[src/rtl/hex_display_scan_if.sv]
// Display bus for hex_display_scan: value/enable in, multiplexed anodes and segments out.
interface hex_display_scan_if #(
    parameter int N = 8
);
    localparam int D = (N + 3) / 4;

    logic [N-1:0] value;
    logic         enable;
    logic [D-1:0] an;
    logic [6:0]   seg;

    modport master (output value, enable, input an, seg);
    modport slave  (input value, enable, output an, seg);
endinterface

[src/rtl/hex_display_scan.sv]
// Time-multiplexed hex display driver with frame-coherent value snapshot.
// Optional leading-zero blanking when LEADING_ZERO_BLANK_EN is defined.
module hex_display_scan #(
    parameter int N           = 8,
    parameter int REFRESH_DIV = 50000
) (
    input logic                clk,
    input logic                reset,
    hex_display_scan_if.slave  bus
);
    localparam int D  = (N + 3) / 4;
    localparam int SW = 4 * D;
    localparam int CW = $clog2(REFRESH_DIV);
    localparam int IW = (D > 1) ? $clog2(D) : 1;
    localparam logic [CW-1:0] CntLast = CW'(REFRESH_DIV - 1);
    localparam logic [IW-1:0] IdxLast = IW'(D - 1);

    logic [CW-1:0] cnt_q, cnt_d;
    logic [IW-1:0] idx_q, idx_d;
    logic [SW-1:0] snap_q, snap_d;
    logic [D-1:0]  an_q, an_d;
    logic [6:0]    seg_q, seg_d;
    logic          tick, wrap;
    logic [3:0]    nibble;
    logic          blank_digit;
    logic [6:0]    glyph;

    always_comb begin
        tick   = (cnt_q == CntLast);
        wrap   = tick && (idx_q == IdxLast);
        cnt_d  = tick ? '0 : cnt_q + 1'b1;
        idx_d  = idx_q;
        snap_d = snap_q;
        if (tick) begin
            idx_d = wrap ? '0 : idx_q + 1'b1;
        end
        // Snapshot only at frame boundary so a frame never mixes two values.
        if (wrap) begin
            snap_d = SW'(bus.value);
        end
    end

    always_comb begin
        nibble      = 4'h0;
        blank_digit = 1'b0;
        for (int k = 0; k < D; k++) begin
            if (IW'(k) == idx_q) begin
                nibble = snap_q[4*k +: 4];
            end
        end
`ifdef LEADING_ZERO_BLANK_EN
        // Digit is a leading zero when it and every higher nibble are zero.
        blank_digit = (idx_q != '0);
        for (int k = 0; k < D; k++) begin
            if ((k >= int'(32'(idx_q))) && (snap_q[4*k +: 4] != 4'h0)) begin
                blank_digit = 1'b0;
            end
        end
`endif
    end

    always_comb begin
        glyph = 7'h7F;
        case (nibble)
            4'h0: glyph = 7'h40;
            4'h1: glyph = 7'h79;
            4'h2: glyph = 7'h24;
            4'h3: glyph = 7'h30;
            4'h4: glyph = 7'h19;
            4'h5: glyph = 7'h12;
            4'h6: glyph = 7'h02;
            4'h7: glyph = 7'h78;
            4'h8: glyph = 7'h00;
            4'h9: glyph = 7'h10;
            4'hA: glyph = 7'h08;
            4'hB: glyph = 7'h03;
            4'hC: glyph = 7'h46;
            4'hD: glyph = 7'h21;
            4'hE: glyph = 7'h06;
            4'hF: glyph = 7'h0E;
            default: glyph = 7'h7F;
        endcase
    end

    always_comb begin
        an_d  = '1;
        seg_d = 7'h7F;
        if (bus.enable && !blank_digit) begin
            an_d  = ~(D'(1) << idx_q);
            seg_d = glyph;
        end
    end

    always_ff @(posedge clk or posedge reset) begin
        if (reset) begin
            cnt_q  <= '0;
            idx_q  <= '0;
            snap_q <= '0;
            an_q   <= '1;
            seg_q  <= 7'h7F;
        end else begin
            cnt_q  <= cnt_d;
            idx_q  <= idx_d;
            snap_q <= snap_d;
            an_q   <= an_d;
            seg_q  <= seg_d;
        end
    end

    assign bus.an  = an_q;
    assign bus.seg = seg_q;
endmodule

[src/flat_wrapper.sv]
// flat-port wrapper written by rule: the top's interface ports become plain ports
module hex_display_scan_flat 
#(
    parameter int N           = 8,
    parameter int REFRESH_DIV = 50000
)
  (clk, reset, bus_value, bus_enable, bus_an, bus_seg);
  hex_display_scan_if #(.N(N)) bus_i ();
  input logic clk;
  input logic reset;
  input wire logic [$bits(bus_i.value)-1:0] bus_value;
  input wire logic [$bits(bus_i.enable)-1:0] bus_enable;
  output wire logic [$bits(bus_i.an)-1:0] bus_an;
  output wire logic [$bits(bus_i.seg)-1:0] bus_seg;
  assign bus_i.value = bus_value;
  assign bus_i.enable = bus_enable;
  assign bus_an = bus_i.an;
  assign bus_seg = bus_i.seg;
  hex_display_scan #(.N(N), .REFRESH_DIV(REFRESH_DIV)) u_core (.clk(clk), .reset(reset), .bus(bus_i));
endmodule
[config.mk]
export PLATFORM = sky130hd
export DESIGN_NAME = hex_display_scan_flat
export DESIGN_NICKNAME = d
export VERILOG_FILES = /design/src/rtl/hex_display_scan_if.sv /design/src/rtl/hex_display_scan.sv /design/src/flat_wrapper.sv
export SDC_FILE = /design/constraint.sdc
export NUM_CORES = 1
export LEC_CHECK = 0
export ABC_AREA = 1
export BUFFER_PORTS_ARGS = -buffer_cell sky130_fd_sc_hd__clkbuf_2
export CAP_MARGIN = 40
export CELL_PAD_IN_SITES_DETAIL_PLACEMENT = 0
export CELL_PAD_IN_SITES_GLOBAL_PLACEMENT = 1
export CORE_MARGIN = 2
export CORE_UTILIZATION = 25
export DETAILED_ROUTE_END_ITERATION = 10
export PLACE_DENSITY_LB_ADDON = 0.1
export SETUP_SLACK_MARGIN = 0.5
export SLEW_MARGIN = 25
export SYNTH_ARGS = -nofsm -noshare
export SYNTH_HDL_FRONTEND = slang
export SYNTH_SLANG_ARGS = --single-unit
[constraint.sdc]
create_clock -name clk -period 1.7 [get_ports clk]
set_clock_uncertainty 0.1 [all_clocks]
set_input_delay 0.34 -clock clk [delete_from_list [all_inputs] [get_ports clk]]
set_output_delay 0.34 -clock clk [all_outputs]
set_load 0.03 [all_outputs]
==> flow_summary.toml, run 1 <==
[finish]
area_delta_synth_final_pct = 48.4
final_cell_mix = "nand2_1 (47), buf_4 (23), dfrtp_1 (23)"
antennaDiodeCount = 0
nets = 285
final_common_cell = "nand2_1"
drive_gt1_frac = 0.470
finish.utilization = 0.379

[sta]
rsz0062_at_grt = "true"
setup_viol = 0
hold_violations = 0
slew-limit-headroom = 0.694
fmax_mhz = 677
worst_slew_pin_slew_ps = 459
finalCritPeriodShare = 0.869
drv_slew = 0
layout_min_cycle_time_ps = 1480
setup_tns_ps = 0

[route]
drc = 0
dr.first_iter.drc_count = 48
drtPass1Iterations = 4
routed_wirelength_um = 4270
route.vias.total = 1515
drt.antenna.violating_nets = 0
drt-vias-per-instance = 4.13
wl_per_cell_um = 11.6

[clocking]
insertion_delay_ps = 290
path_clk_slew_ps = 80
holdBufCountCts = 0
cts_root_buffer = "clkbuf_8"
cts_num_sinks = 34
htree_levels = 2
clock_path_buffers = 2
cts_tree = "yes"
numCtsBuffers = 5

[place]
hpwl_um = 2950
port_buffers = 19
routabilityCongestion = 0.754

[worst_setup_path]
end_kind = "flop"
cp.required_ps = 1840
critPathKind = "flop to flop"
start_kind = "flop"
crit_fanout = 5
worst_ep_arrival_time_ps = 1610

[logic_synthesis]
syn_avg_cell_area_um2 = 8.40
ys_seq_elements = 34
syn_area_mm2 = 0.00182
ys_warn_count = 0
synthTopCellsByArea = "dfrtp_1 (34%), nand2_1 (13%), dfstp_2 (13%)"
syn_inst = 217
yosysTopAreaCell = "dfrtp_1"
yosys.area.top_type_share = 0.343
synth_cell_type_count = 31
synth_fp_nets = 235
seq_area_frac_synth = 0.473

[power]
cellPowerDensity_mw_per_mm2 = 609
ir_drop_mv = 0.279
p_leak_uw = 0.00125

[floorplan]
io-pin-count = 20
die_area_mm2 = 0.00799
start_util = 0.255
die_x_um = 89.4
die_height_um = 89.4
core-area_mm2 = 0.00714
num_rows = 31

[global_routing]
gr-usage-all-layers = 0.121
grt_overflow = 0
grt_pass1_vias = 1549
grt_max_degree = 35
antenna_found_initial = 0
grt_pass1_wl_um = 7380

[flow_run]
cap_violations = 0

[hold_path]
hold_class = "input pin to asynchronous set/reset pin"

[outcome]
status = "completed"
sequential cells by signal, indices dropped and copies added, names as in the netlist:
signal,flops
u_core.idx_q,1
u_core.bus.an,2
u_core.snap_q,8
u_core.cnt_q,16
u_core.bus.seg,7
cell families (layout without fill, tap and decap cells):
logic type / after synthesis / count (layout) / synth area share
compound gates: 12 / 12 / 0.0474
simple gates: 129 / 130 / 0.330
buf+inv: 27 / 77 / 0.0632
flops: 34 / 34 / 0.473
fa+ha+maj: 7 / 7 / 0.0481
xor+xnor: 8 / 8 / 0.0385
metal layers:
layer | vias to the layer above | global-route usage | wire length (um)
li1 | 784 | - | -
met1 | 708 | 0.171 | 2160
met2 | 19 | 0.181 | 1950
met3 | 4 | 0.0305 | 110
met4 | 0 | 0.0366 | 52
met5 | - | 0 | 0
per-stage QoR:
stage / cells / cell area (um2) / power (uW) / hold WS, ps / worst slack [ps]
CTS: 362 / 2510 / 1670 / 49.8 / 237
detailed placement: 338 / 2120 / 894 / 364 / 150
floorplan: 217 / 1880 / 868 / 342 / 287
global placement: 338 / 2120 / 894 / 359 / 139
finish: 367 / 2700 / 1640 / 38.2 / 223
global route: 367 / 2700 / 1730 / 84.1 / 154
cells in the mapped netlist:
cell type and instances:
nand2_1 65, nor2_1 27, dfrtp_1 25, inv_1 19, nand3_1 16, dfstp_2 9, nand4_1 9, xor2_1 8
ha_1 7, nand2_2 3, o21ai_0 3, clkbuf_1 2, inv_2 2, nand2_4 2, nor2_4 2, o211ai_1 2
o21ai_1 2, a21oi_2 1, a31oi_1 1, and2_1 1, buf_4 1, buf_6 1, clkinv_1 1, inv_4 1
nand3_4 1, nor2_8 1, nor3_1 1, o21a_1 1, o21ai_4 1, o21bai_1 1, or2_2 1
layout make-up:
cell class,instances,area [um2]
Fill cell,756,4430
Multi-Input combinational cell,157,1090
Sequential cell,34,865
Timing Repair Buffer,46,403
Tap cell,99,124
Inverter,23,111
Clock buffer,5,68.8
Clock inverter,3,40.0
where the power goes:
| part | internal, uW | switching (uW) | leakage (uW) |
|---|---|---|---|
| Clock | 432 | 320 | 0.0000579 |
| Sequential | 820 | 3.76 | 0.000384 |
| Combinational | 28.7 | 40.2 | 0.000810 |
worst paths after layout:
path / cells past startpoint / from / end / slack, ps
min in group clk: 3 / bus_value[1] / u_core.snap_q[1] / 180
max in group asynchronous: 3 / reset / u_core.cnt_q[3] / 1110
max: 8 / u_core.idx_q / u_core.bus.seg[1] / 220
max reg2reg: 8 / u_core.idx_q / u_core.bus.seg[1] / 220
min: 3 / reset / u_core.snap_q[1] / 40
min reg2reg: 2 / u_core.snap_q[7] / u_core.snap_q[7] / 380
worst max-delay path, stage by stage (launching register included):
cell and delay, ps:
dfrtp_2 460, clkinv_4 100, nand2_4 70, nand2_8 110, inv_8 50, ha_4 250
nand2_2 50, o21a_1 160, nand2_1 60
what timing repair did:
item	4_1_cts	5_1_grt
endpoints found under the setup margin	39	39
cloned	1	0
gates resized for setup	44	47
setup buffers	15	5
pin swaps	14	18
No activity file was read; power rests on OpenSTA's default activity.
==> run 2, diff against run 1 <==
- HOLD_SLACK_MARGIN: default -> 0.06
==> flow_summary.toml, run 2 (synthesis results as in run 1) <==
[outcome]
status = "completed"

[global_routing]
grt_overflow = 0
grt_pass1_vias = 1555
grt_max_degree = 35
grt_pass1_wl_um = 7390
gr-usage-all-layers = 0.121
antenna_found_initial = 0

[clocking]
cts_tree = "yes"
cts_root_buffer = "clkbuf_8"
cts_num_sinks = 34
numCtsBuffers = 5
insertion_delay_ps = 290
clock_path_buffers = 2
path_clk_slew_ps = 80
htree_levels = 2

[finish]
final_cell_mix = "nand2_1 (47), dfrtp_1 (23), nor2_1 (22), buf_4 (22), nand2_2 (14)"
largest_reg_flops = 16
final_common_cell = "nand2_1"
multi_input_area_mm2 = 0.00109
final-seq-area_um2 = 865
nets = 286
top_register = "u_core.cnt_q"
finish.utilization = 0.381
area_delta_synth_final_pct = 49.1
antennaDiodeCount = 0
nFillCells = 754
stdcell_count = 368
drive_gt1_frac = 0.468

[power]
ir_drop_mv = 0.279
p_leak_uw = 0.00126
cellPowerDensity_mw_per_mm2 = 607

[floorplan]
start_util = 0.255
num_rows = 31
core-area_mm2 = 0.00714
io-pin-count = 20
die_height_um = 89.4
die_area_mm2 = 0.00799
die_x_um = 89.4

[worst_setup_path]
cp.required_ps = 1840
max_stage_delay_ps = 460
start_kind = "flop"
end_kind = "flop"
timing.rr.start = "u_core.idx_q"
worst_ep_arrival_time_ps = 1610
crit_chain = "clkinv_4 -> nand2_4 -> nand2_8 -> inv_8 -> ha_4 -> nand2_2 -> o21a_1 -> nand2_1"
crit_fanout = 5
crit_start = "u_core.idx_q"
critPathKind = "flop to flop"
crit_slowest_cell = "dfrtp_2"

[hold_path]
worstHoldStart = "bus_value[1]"
hold_class = "input pin to flop"

[sta]
slew-limit-headroom = 0.780
setup_viol = 0
hold_violations = 0
layout_min_cycle_time_ps = 1480
worst_slack_ps = 223
setup_tns_ps = 0
finalCritPeriodShare = 0.869
worst_slew_pin_slew_ps = 330
rsz0062_at_grt = "true"
fmax_mhz = 677
drv_slew = 0

[place]
routabilityCongestion = 0.754
dp_cells = 338
hpwl_um = 2950
place_ws_ps = 150
port_buffers = 19

[flow_run]
cap_violations = 0

[route]
dr.first_iter.drc_count = 47
drc = 0
route.vias.total = 1517
drt.antenna.violating_nets = 0
routed_wirelength_um = 4280
drtPass1Iterations = 4
drt-vias-per-instance = 4.12
wl_per_cell_um = 11.6
[run 2: cell types whose count changed in the layout (fill, tap and decap cells not counted)]
cell           previous run  this run
dlygate4sd3_1             0         1
buf_6                     4         5
buf_4                    23        22
[run 2: power by group]
group | internal (uW) | switching [uW]
Sequential | 820 | 3.76
Clock | 432 | 320
Combinational | 31.0 | 40.8
Total | 1280 | 365
[run 2: metal layers]
metal	global-route usage	wire length, um
met5	0	0
met4	0.0366	52
met3	0.0305	114
met2	0.182	1950
met1	0.171	2160
[run 2: area by class of cell]
type | count | area share
Clock inverter | 3 | 0.0147
Timing Repair Buffer | 47 | 0.153
Multi-Input combinational cell | 157 | 0.402
Clock buffer | 5 | 0.0253
Tap cell | 99 | 0.0456
Sequential cell | 34 | 0.318
Inverter | 23 | 0.0410
[run 2: path summary, 6_finish.rpt]
kind / cells past startpoint / slack, ps / to
min: 3 / 180 / u_core.snap_q[1]
max reg2reg: 8 / 220 / u_core.bus.seg[1]
max: 8 / 220 / u_core.bus.seg[1]
max in group asynchronous: 4 / 660 / u_core.bus.seg[6]
min in group asynchronous: 4 / 550 / u_core.snap_q[1]
min reg2reg: 2 / 380 / u_core.snap_q[7]
[run 2: what timing repair did]
action	in CTS	in global routing
gates cloned	1	0
setup buffers	15	5
resized for setup	44	48
hold buffers	1	0
hold endpoints to repair	17	0
endpoints found under the setup margin	39	73
pin swaps	14	18
[run 2: metrics by stage]
stage	power [uW]	area, um2	hold WS [ps]
2_1_floorplan	868	1880	342
4_1_cts	1670	2520	177
5_1_grt	1730	2720	185
6_report	1650	2720	180
3_3_place_gp	894	2120	359
3_5_place_dp	894	2120	364
[run 2: critical path: cells and delay by family (launching register included)]
family / cells / cell delay [ps]
buf+inv: 2 / 150
fa+ha+maj: 1 / 250
flops: 1 / 460
simple gates: 4 / 290
compound gates: 1 / 160
